<file path="src/rtl/vmul_booth_seq_pkg.sv">
// Shared vmul definitions for the sequential radix-4 Booth multiplier:
// sequencer state encodings and the iteration-count helper.
package vmul_booth_seq_pkg;

  typedef enum logic [1:0] {
    VMUL_BOOTH_ST_IDLE = 2'd0,
    VMUL_BOOTH_ST_CALC = 2'd1,
    VMUL_BOOTH_ST_DONE = 2'd2
  } vmul_booth_st_e;

  // One extra iteration covers the sign/zero extension window above the MSB
  function automatic int vmul_booth_niter(input int wordlen);
    return wordlen / 2 + 1;
  endfunction

endpackage

</file>
<file path="src/rtl/vmul_booth_seq_enc.sv">
// Radix-4 Booth encoder cell: selects 0, +/-A or +/-2A from a 3-bit window.
// Negation is one's complement; the caller adds 'sign' to finish it.
module vmul_booth_seq_enc #(
  parameter int W = 33
) (
  input  logic [W-1:0] a,
  input  logic [2:0]   s,
  output logic [W:0]   result,
  output logic         sign
);

  logic         one;
  logic         two;
  logic         neg;
  logic [W:0]   mag;

  // Zero windows are encoded as -0 so 000 and 111 behave identically
  assign one    = s[1] ^ s[0];
  assign two    = (s == 3'b011) | (s == 3'b100);
  assign neg    = s[2] | (s == 3'b000);
  assign mag    = one ? {a[W-1], a} : (two ? {a, 1'b0} : '0);
  assign result = neg ? ~mag : mag;
  assign sign   = neg;

endmodule

</file>
<file path="src/rtl/vmul_booth_seq.sv">
// Iterative radix-4 Booth multiplier: one operand pair in, one 2*WORDLEN
// product out, consuming two multiplier bits per cycle through one encoder.
module vmul_booth_seq
  import vmul_booth_seq_pkg::*;
#(
  parameter int WORDLEN = 32
) (
  input  logic                   clk,
  input  logic                   rst_n,
  input  logic                   in_valid,
  output logic                   in_ready,
  input  logic [WORDLEN-1:0]     in_a,
  input  logic [WORDLEN-1:0]     in_b,
  input  logic                   in_signed,
  input  logic                   flush,
  output logic                   out_valid,
  input  logic                   out_ready,
  output logic [2*WORDLEN-1:0]   out_result,
  output logic                   busy
);

  localparam int NITER = vmul_booth_niter(WORDLEN);
  localparam int CW    = $clog2(NITER + 1);
  localparam int PW    = 2 * WORDLEN;

  vmul_booth_st_e        state;
  vmul_booth_st_e        state_next;
  logic [WORDLEN:0]      a_ext;
  logic [WORDLEN+2:0]    b_sh;
  logic [PW-1:0]         acc;
  logic [CW-1:0]         cnt;
  logic                  accept;
  logic                  last_iter;
  logic [WORDLEN+1:0]    enc_result;
  logic                  enc_sign;
  logic [PW-1:0]         pp;

  vmul_booth_seq_enc #(
    .W(WORDLEN + 1)
  ) u_enc (
    .a      (a_ext),
    .s      (b_sh[2:0]),
    .result (enc_result),
    .sign   (enc_sign)
  );

  // The multiplier register shifts right each iteration, so the active
  // window always sits in the low three bits; cnt only sets the weight.
  assign pp = ({{(PW - WORDLEN - 2){enc_result[WORDLEN+1]}}, enc_result}
               + PW'(enc_sign)) << {cnt, 1'b0};

  assign last_iter  = (cnt == CW'(NITER - 1));
  assign out_valid  = (state == VMUL_BOOTH_ST_DONE);
  assign busy       = (state != VMUL_BOOTH_ST_IDLE);
  assign out_result = acc;

  always_comb begin
    in_ready   = 1'b0;
    accept     = 1'b0;
    state_next = state;
    if (!flush) begin
      in_ready = (state == VMUL_BOOTH_ST_IDLE) |
                 ((state == VMUL_BOOTH_ST_DONE) & out_ready);
    end
    accept = in_valid & in_ready;
    case (state)
      VMUL_BOOTH_ST_IDLE: if (accept) state_next = VMUL_BOOTH_ST_CALC;
      VMUL_BOOTH_ST_CALC: if (last_iter) state_next = VMUL_BOOTH_ST_DONE;
      VMUL_BOOTH_ST_DONE: begin
        if (accept) state_next = VMUL_BOOTH_ST_CALC;
        else if (out_ready) state_next = VMUL_BOOTH_ST_IDLE;
      end
      default: state_next = VMUL_BOOTH_ST_IDLE;
    endcase
    if (flush) state_next = VMUL_BOOTH_ST_IDLE;
  end

  always_ff @(posedge clk or negedge rst_n) begin
    if (!rst_n) state <= VMUL_BOOTH_ST_IDLE;
    else        state <= state_next;
  end

  // Flush outranks both a new accept and the final accumulation
  always_ff @(posedge clk or negedge rst_n) begin
    if (!rst_n) begin
      a_ext <= '0;
      b_sh  <= '0;
      acc   <= '0;
      cnt   <= '0;
    end else if (flush) begin
      acc <= '0;
      cnt <= '0;
    end else if (accept) begin
      a_ext <= {in_signed & in_a[WORDLEN-1], in_a};
      b_sh  <= {{2{in_signed & in_b[WORDLEN-1]}}, in_b, 1'b0};
      acc   <= '0;
      cnt   <= '0;
    end else if (state == VMUL_BOOTH_ST_CALC) begin
      acc  <= acc + pp;
      cnt  <= cnt + 1'b1;
      b_sh <= b_sh >> 2;
    end
  end

endmodule

</file>
<file path="config.mk">
export PLATFORM = sky130hd
export DESIGN_NAME = vmul_booth_seq
export DESIGN_NICKNAME = d
export VERILOG_FILES = /design/src/rtl/vmul_booth_seq_pkg.sv /design/src/rtl/vmul_booth_seq_enc.sv /design/src/rtl/vmul_booth_seq.sv
export SDC_FILE = /design/constraint.sdc
export NUM_CORES = 1
export LEC_CHECK = 0
export ABC_AREA = 0
export BUFFER_PORTS_ARGS = -buffer_cell sky130_fd_sc_hd__clkbuf_2
export CAP_MARGIN = 10
export CORE_MARGIN = 2
export CORE_UTILIZATION = 61
export DETAILED_ROUTE_END_ITERATION = 12
export PLACE_DENSITY = 0.82
export SKIP_LAST_GASP = 1
export SLEW_MARGIN = 20
export SYNTH_ARGS = -nofsm -noshare
export SYNTH_HDL_FRONTEND = slang
export SYNTH_HIERARCHICAL = 1
export SYNTH_SLANG_ARGS = --single-unit
</file>
<file path="constraint.sdc">
create_clock -name clk -period 7.9 [get_ports clk]
set_input_delay 0.395 -clock clk [delete_from_list [all_inputs] [get_ports clk]]
set_output_delay 0.395 -clock clk [all_outputs]
set_load 0.02 [all_outputs]
</file>
==> metrics.txt, run 1 <==
run status completed; Crit path arrival time 7820 ps; Final Setup Violations 0; Ys Warns 6; core footprint 22000 µm²; initial antenna violation count 1; CTS tree yes; critical path type register to register; Max stage delay on crit path 580 ps; Avg Cell Area, Syn 7.75 µm²; RR Startpoint b_sh[1]; commonest non-fill, non-tap cell in the layout nand2_1; Final Skew 18.6 ps; critical path required time 8260 ps; cts bufs inserted 17; VDD IR-drop max about 0.3 mV; Cell variety after synth 92; I/O pin total 137; Cells after Synth ~1800; number of enable flip-flop cells after synthesis 0; Final Core Density 69.8%; fillers roughly 1900; fmax roughly 0.13 GHz; final critical-path share of the clock period 94.5%; multi-input logic area 9670 µm²; clock buffer depth 2; GRT Total Usage a little under two fifths; post-synthesis sequential area ratio between 20% and 30%; mapped cell area 13800 µm²; first-pass GRT wire length 73.0 mm; # Post-CTS Setup Buffers 0; final wirelength 46.0 mm; Buffers on Ports around 140; Buffers & Inverters on Critical Path 3; clock sinks 138; max_slew headroom between 30% and 40%; share of post-route cells with drive strength above 1 17.1%; TritonRoute pass-1 iters 8; WL per Instance 21.4 µm; Initial Util 62.6%; Final Hold Viols 0; Leakage around 0.0070 µW; DP HPWL around 34 mm; Layout area overhead 11.5%; CP max stage cell or4_4; Hold Path Class input port to async pin; Net Count, Synth 1917; die area 23800 µm²; die height 154 µm; Via density around 6.8; Worst-Margin Slew about 940 ps; Vias roughly 15000; Power per Cell Area 478 nW/µm²; CP Launch Point b_sh[1]; CP startpoint kind register; FP Rows 54; commonest cells after routing, fill and taps aside 249 x nand2_1, 151 x o21ai_0, 140 x a21oi_1, 137 x dfrtp_1, 135 x clkbuf_2; RSZ-0062 raised after global routing no; final RePlAce weighted congestion roughly 1; Crit Path Max Fanout 30; FF+latch area ~3500 µm²; root buffer cell clkbuf_16; largest net degree at the start of global routing 84; cell family with most CP delay simple AND/OR/NAND/NOR gates; Hold WS 25.8 ps; crit path time final 7470 ps; ys async rst share between 90% and 100%; top_reg_cell synth dfrtp_1; H-tree levels 4; # DRC 0; fin. max-slew vios 0; Crit. End Element register; Final nets 1996; CTS clk-pin slew, worst paths 70 ps; setup TNS 0 ps; total gr overflow 0; drt initial violations 1825; Yosys reg bits between 100 and 150; vias in the first global route 13300; ANT nets after route 0; Max-Cap Viols 0; Die W 154 µm; Clk Latency, worst-skew pair 450 ps
## cells by family (layout without fill, tap and decap cells)
family / Yosys count / in the layout / share of synthesized area, %
AOI/OAI and AO/OA: 642 / 642 / 29.9
xor gates and xnor gates: 80 / 80 / 5.09
adders and majority gates: 71 / 71 / 6.51
buffers and inverters: 163 / 255 / 5.04
DFF: 138 / 138 / 25.1
muxes: 105 / 105 / 8.29
other: 0 / 1 / 0
and+or+nand+nor: 577 / 577 / 20.0
## worst reg2reg max path: cells and delay by family (launching register included)
| kind | cells | cell delay (ps) |
|---|---|---|
| and+or+nand+nor | 10 | 3350 |
| AOI/OAI and AO/OA | 8 | 1940 |
| adders and majority gates | 3 | 940 |
| buffers and inverters | 3 | 490 |
| DFF | 1 | 380 |
| xor gates and xnor gates | 1 | 180 |
| muxes | 1 | 140 |
## synth_stat cells (33+ instances only)
master | number | area [µm²]
mux2i_1 | 54 | 541
xnor2_1 | 44 | 385
o21ai_0 | 151 | 756
dfrtp_1 | 138 | 3450
nor2_1 | 117 | 439
mux2_2 | 48 | 541
a211oi_1 | 33 | 248
ha_1 | 70 | 876
a22oi_1 | 99 | 743
nand2_1 | 249 | 935
clkbuf_1 | 84 | 315
a21o_1 | 50 | 375
a21oi_1 | 140 | 701
xor2_1 | 36 | 315
## report_power, final
group	total [µW]	internal [µW]	switching (µW)
logic	5340	2000	3340
clock network	853	433	420
registers	1140	915	225
## layout make-up
class                      count  share of cell area, %
inverter                      33                  0.808
multi-input combinational   1475                   63.0
clock inverter                15                   1.28
clock buffer                  17                   2.77
sequential                   138                   22.5
antenna                        1                 0.0163
timing repair buffer         190                   7.29
tap                          280                   2.28
## state kept, by name (all words and copies together) (netlist names)
signal	cells
b_sh	34
a_ext	33
cnt	5
state	2
out_result	64
## worst paths after layout
kind / endpoint / slack [ps] / depth (start not counted)
worst max-delay path: out_result[60] / 430 / 26
worst min register to register: b_sh[3] / 480 / 2
min in group clk: b_sh[22] / 180 / 3
max in group asynchronous: out_result[14] / 6620 / 2
worst max register to register: out_result[60] / 430 / 26
worst min-delay path: a_ext[11] / 30 / 1
## metal layers
| metal | global-route usage, % | up-vias | part of all wire (%) |
|---|---|---|---|
| met5 | 0 | - | 0 |
| met2 | 58.4 | 775 | 44 |
| li1 | - | 6744 | - |
| met3 | 7.73 | 94 | 9.5 |
| met4 | 10.8 | 0 | 2.5 |
| met1 | 55.3 | 6947 | 44 |
## stage by stage
stage,std cells,power [µW],cell area (µm²),worst slack (ps)
global route,2148,7830,15300,21.2
CTS,2148,7150,15300,388
finish,2149,7330,15300,435
detailed placement,2116,6260,14700,450
global placement,2116,6190,14700,547
floorplan,1776,4830,13800,1870
## what timing repair did
action,CTS,global route
hold buffers,0,0
resized for setup,0,3
setup endpoints to repair,0,13
(Power assumes the default switching activity.)
==> run 2: changes to the inputs <==
--- a/config.mk
+++ b/config.mk
@@ -9,9 +9,8 @@
 export BUFFER_PORTS_ARGS = -buffer_cell sky130_fd_sc_hd__clkbuf_2
 export CAP_MARGIN = 10
 export CORE_MARGIN = 2
-export CORE_UTILIZATION = 61
+export CORE_UTILIZATION = 40
 export DETAILED_ROUTE_END_ITERATION = 12
-export PLACE_DENSITY = 0.82
 export SKIP_LAST_GASP = 1
 export SLEW_MARGIN = 20
 export SYNTH_ARGS = -nofsm -noshare
==> run 2 against run 1 <==
Effect of this change: the flow now finishes with violations (negative hold slack); sequential share of layout area fell by 0.15 points; critical path depth rose by 2; cell area rose by 0.69%; clock skew rose by 2.0 ps; utilization fell by 24 points; sequential power barely moved; critical endpoint unchanged; highest routed layer unchanged.
==> metrics.txt, run 2 (synthesis gave the netlist of run 1 again) <==
Buffers on Ports 136 (unchanged); max_slew headroom 31.5% (was 37.0%); setup TNS 0 ps (unchanged); Power per Cell Area 466 nW/µm² (was 478 nW/µm²); sw power 3840 µW (was 3990 µW); share of post-route cells with drive strength above 1 16.9% (was 17.1%); ANT cells 0 (was 1); cts bufs inserted 17 (unchanged); RSZ-0062 raised after global routing no (unchanged); Initial Util 40.8% (was 62.6%); die height 189 µm (was 154 µm); Final Hold Viols 4 (was 0); Die W 189 µm (was 154 µm); Clk pwr share 11.5% (was 11.6%); Worst-Margin Slew 1020 ps (was 945 ps); ANT nets after route 0 (unchanged); # Post-CTS Setup Buffers 0 (unchanged); WL per Instance 19.9 µm (was 21.4 µm); crit path time final 7510 ps (was 7470 ps); clock sinks 138 (unchanged); Sequential Power Share 16.0% (was 15.6%); VDD IR-drop max 0.252 mV (was 0.303 mV); Sw Ratio 53.4% (was 54.4%); fin. max-slew vios 0 (unchanged); final critical-path share of the clock period 95.1% (was 94.5%); CP startpoint kind register (unchanged); Internal Power 3350 µW (was 3340 µW); H-tree levels 4 (unchanged); post-cts gate resize count 0 (unchanged); Leakage 0.00697 µW (was 0.00703 µW); GRT Total Usage 25.6% (was 38.3%); fmax 0.133 GHz (was 0.134 GHz); final RePlAce weighted congestion 0.949 (was 1.00); Vias 14000 (was 14600); core footprint 33700 µm² (was 22000 µm²); largest net degree at the start of global routing 82 (was 84); Final Setup Violations 0 (unchanged); die area 35900 µm² (was 23800 µm²); I/O pin total 137 (unchanged); vias in the first global route 13100 (was 13300); Final Skew 20.6 ps (was 18.6 ps); Crit Path Max Fanout 30 (unchanged); CTS clk-pin slew, worst paths 80 ps (was 70 ps); run status finished with violations (was completed); CTS tree yes (unchanged); Hold Buf Count CTS 0 (unchanged); Crit path arrival time 7820 ps (about the same); Max stage delay on crit path 560 ps (was 580 ps); critical path type register to register (unchanged); Final Core Density 45.8% (was 69.8%); first-pass GRT wire length 73.2 mm (was 73.0 mm); root buffer cell clkbuf_16 (unchanged); Clk Latency, worst-skew pair 460 ps (was 450 ps); clock buffer depth 2 (unchanged); DP HPWL 34.5 mm (was 33.6 mm); critical path required time 8210 ps (was 8260 ps); Hold Path Class input port to async pin (unchanged); FP Rows 67 (was 54); Largest register FFs 64 (unchanged); Via density 6.04 (was 6.78); cell mode on critical path a21oi_1; combinational fraction of design power 72.6% (was 72.8%); Final nets 1993 (was 1996); # DRC 0 (unchanged); drt initial violations 1419 (was 1825); Hold WS -6.67 ps (was 25.8 ps); initial antenna violation count 0 (was 1); commonest cells after routing, fill and taps aside 249 x nand2_1, 151 x o21ai_0, 140 x a21oi_1, 136 x dfrtp_1, 135 x clkbuf_2 (was 249 x nand2_1, 151 x o21ai_0, 140 x a21oi_1, 137 x dfrtp_1, 135 x clkbuf_2); final wirelength 46.0 mm (about the same); TritonRoute pass-1 iters 6 (was 8); Layout area overhead 12.3% (was 11.5%); violated checks negative hold slack; commonest non-fill, non-tap cell in the layout nand2_1 (unchanged); total gr overflow 0 (unchanged); Crit. End Element register (unchanged); Max-Cap Viols 0 (unchanged); CP max stage cell a211oi_1 (was or4_4)
-- run 2: cell count changes in the layout (fill, tap and decap cells not counted), sizes merged --
| cell | before | now |
|---|---|---|
| inv | 37 | 31 |
| clkbuf | 152 | 156 |
| buf | 55 | 52 |
| bufinv | 0 | 2 |
| clkinv | 11 | 10 |
| clkinvlp | 0 | 1 |
| diode | 1 | 0 |
-- run 2: worst max-delay path, delay by kind of cell, from the launching register on --
kind                     cells  cell delay (ps)
AO/OA/AOI/OAI               11             2780
XOR/XNOR                     1              220
adder cells (fa/ha/maj)      3             1070
buffers and inverters        2              370
flip-flops                   1              380
multiplexers                 1              240
AND/OR/NAND/NOR             10             2290
-- run 2: power by group through the flow --
stage | Clock, µW | Sequential, µW | Combinational (µW)
final | 825 | 1150 | 5220
after global routing | 868 | 1180 | 5710
after CTS | 841 | 1150 | 5120
after detailed placement | 0 | 1160 | 5090
after global placement | 0 | 1160 | 5060
after floorplan | 0 | 1250 | 3580
-- run 2: path summary, 6_finish.rpt --
check | startpoint | cells after the start | endpoint | slack [ps]
worst max register to register | b_sh[1] | 28 | out_result[60] | 390
max in group asynchronous | rst_n | 2 | out_result[48] | 6560
worst max-delay path | b_sh[1] | 28 | out_result[60] | 390
worst min-delay path | rst_n | 1 | a_ext[18] | -7
min in group clk | in_b[30] | 3 | b_sh[31] | 160
worst min register to register | b_sh[11] | 2 | b_sh[11] | 480
-- run 2: final cells by class --
class	instances	area [µm²]
well taps	448	561
clock inverters	11	119
repair buffers	187	1070
multi-input cells	1475	9650
fillers	3461	18300
flip-flops and latches	138	3460
clock buffers	21	460
inverters	33	124
-- run 2: routing by layer --
metal | wire length (µm) | GRT usage (%) | vias to the layer above
li1 | - | - | 6723
met2 | 20700 | 40.7 | 545
met4 | 1570 | 9.06 | 0
met3 | 2840 | 3.84 | 83
met1 | 20900 | 35.2 | 6613
met5 | 0 | 0 | -
-- run 2: stage by stage --
stage	std cells	instance area (µm²)	setup slack, ps	power, µW	hold WS (ps)
after floorplan	1776	13800	1870	4830	99.4
after global placement	2281	14800	560	6210	459
after detailed placement	2281	14900	441	6250	464
after CTS	2313	15400	383	7110	20.9
after global routing	2313	15400	61.0	7760	58.1
final	2313	15400	388	7200	-6.67
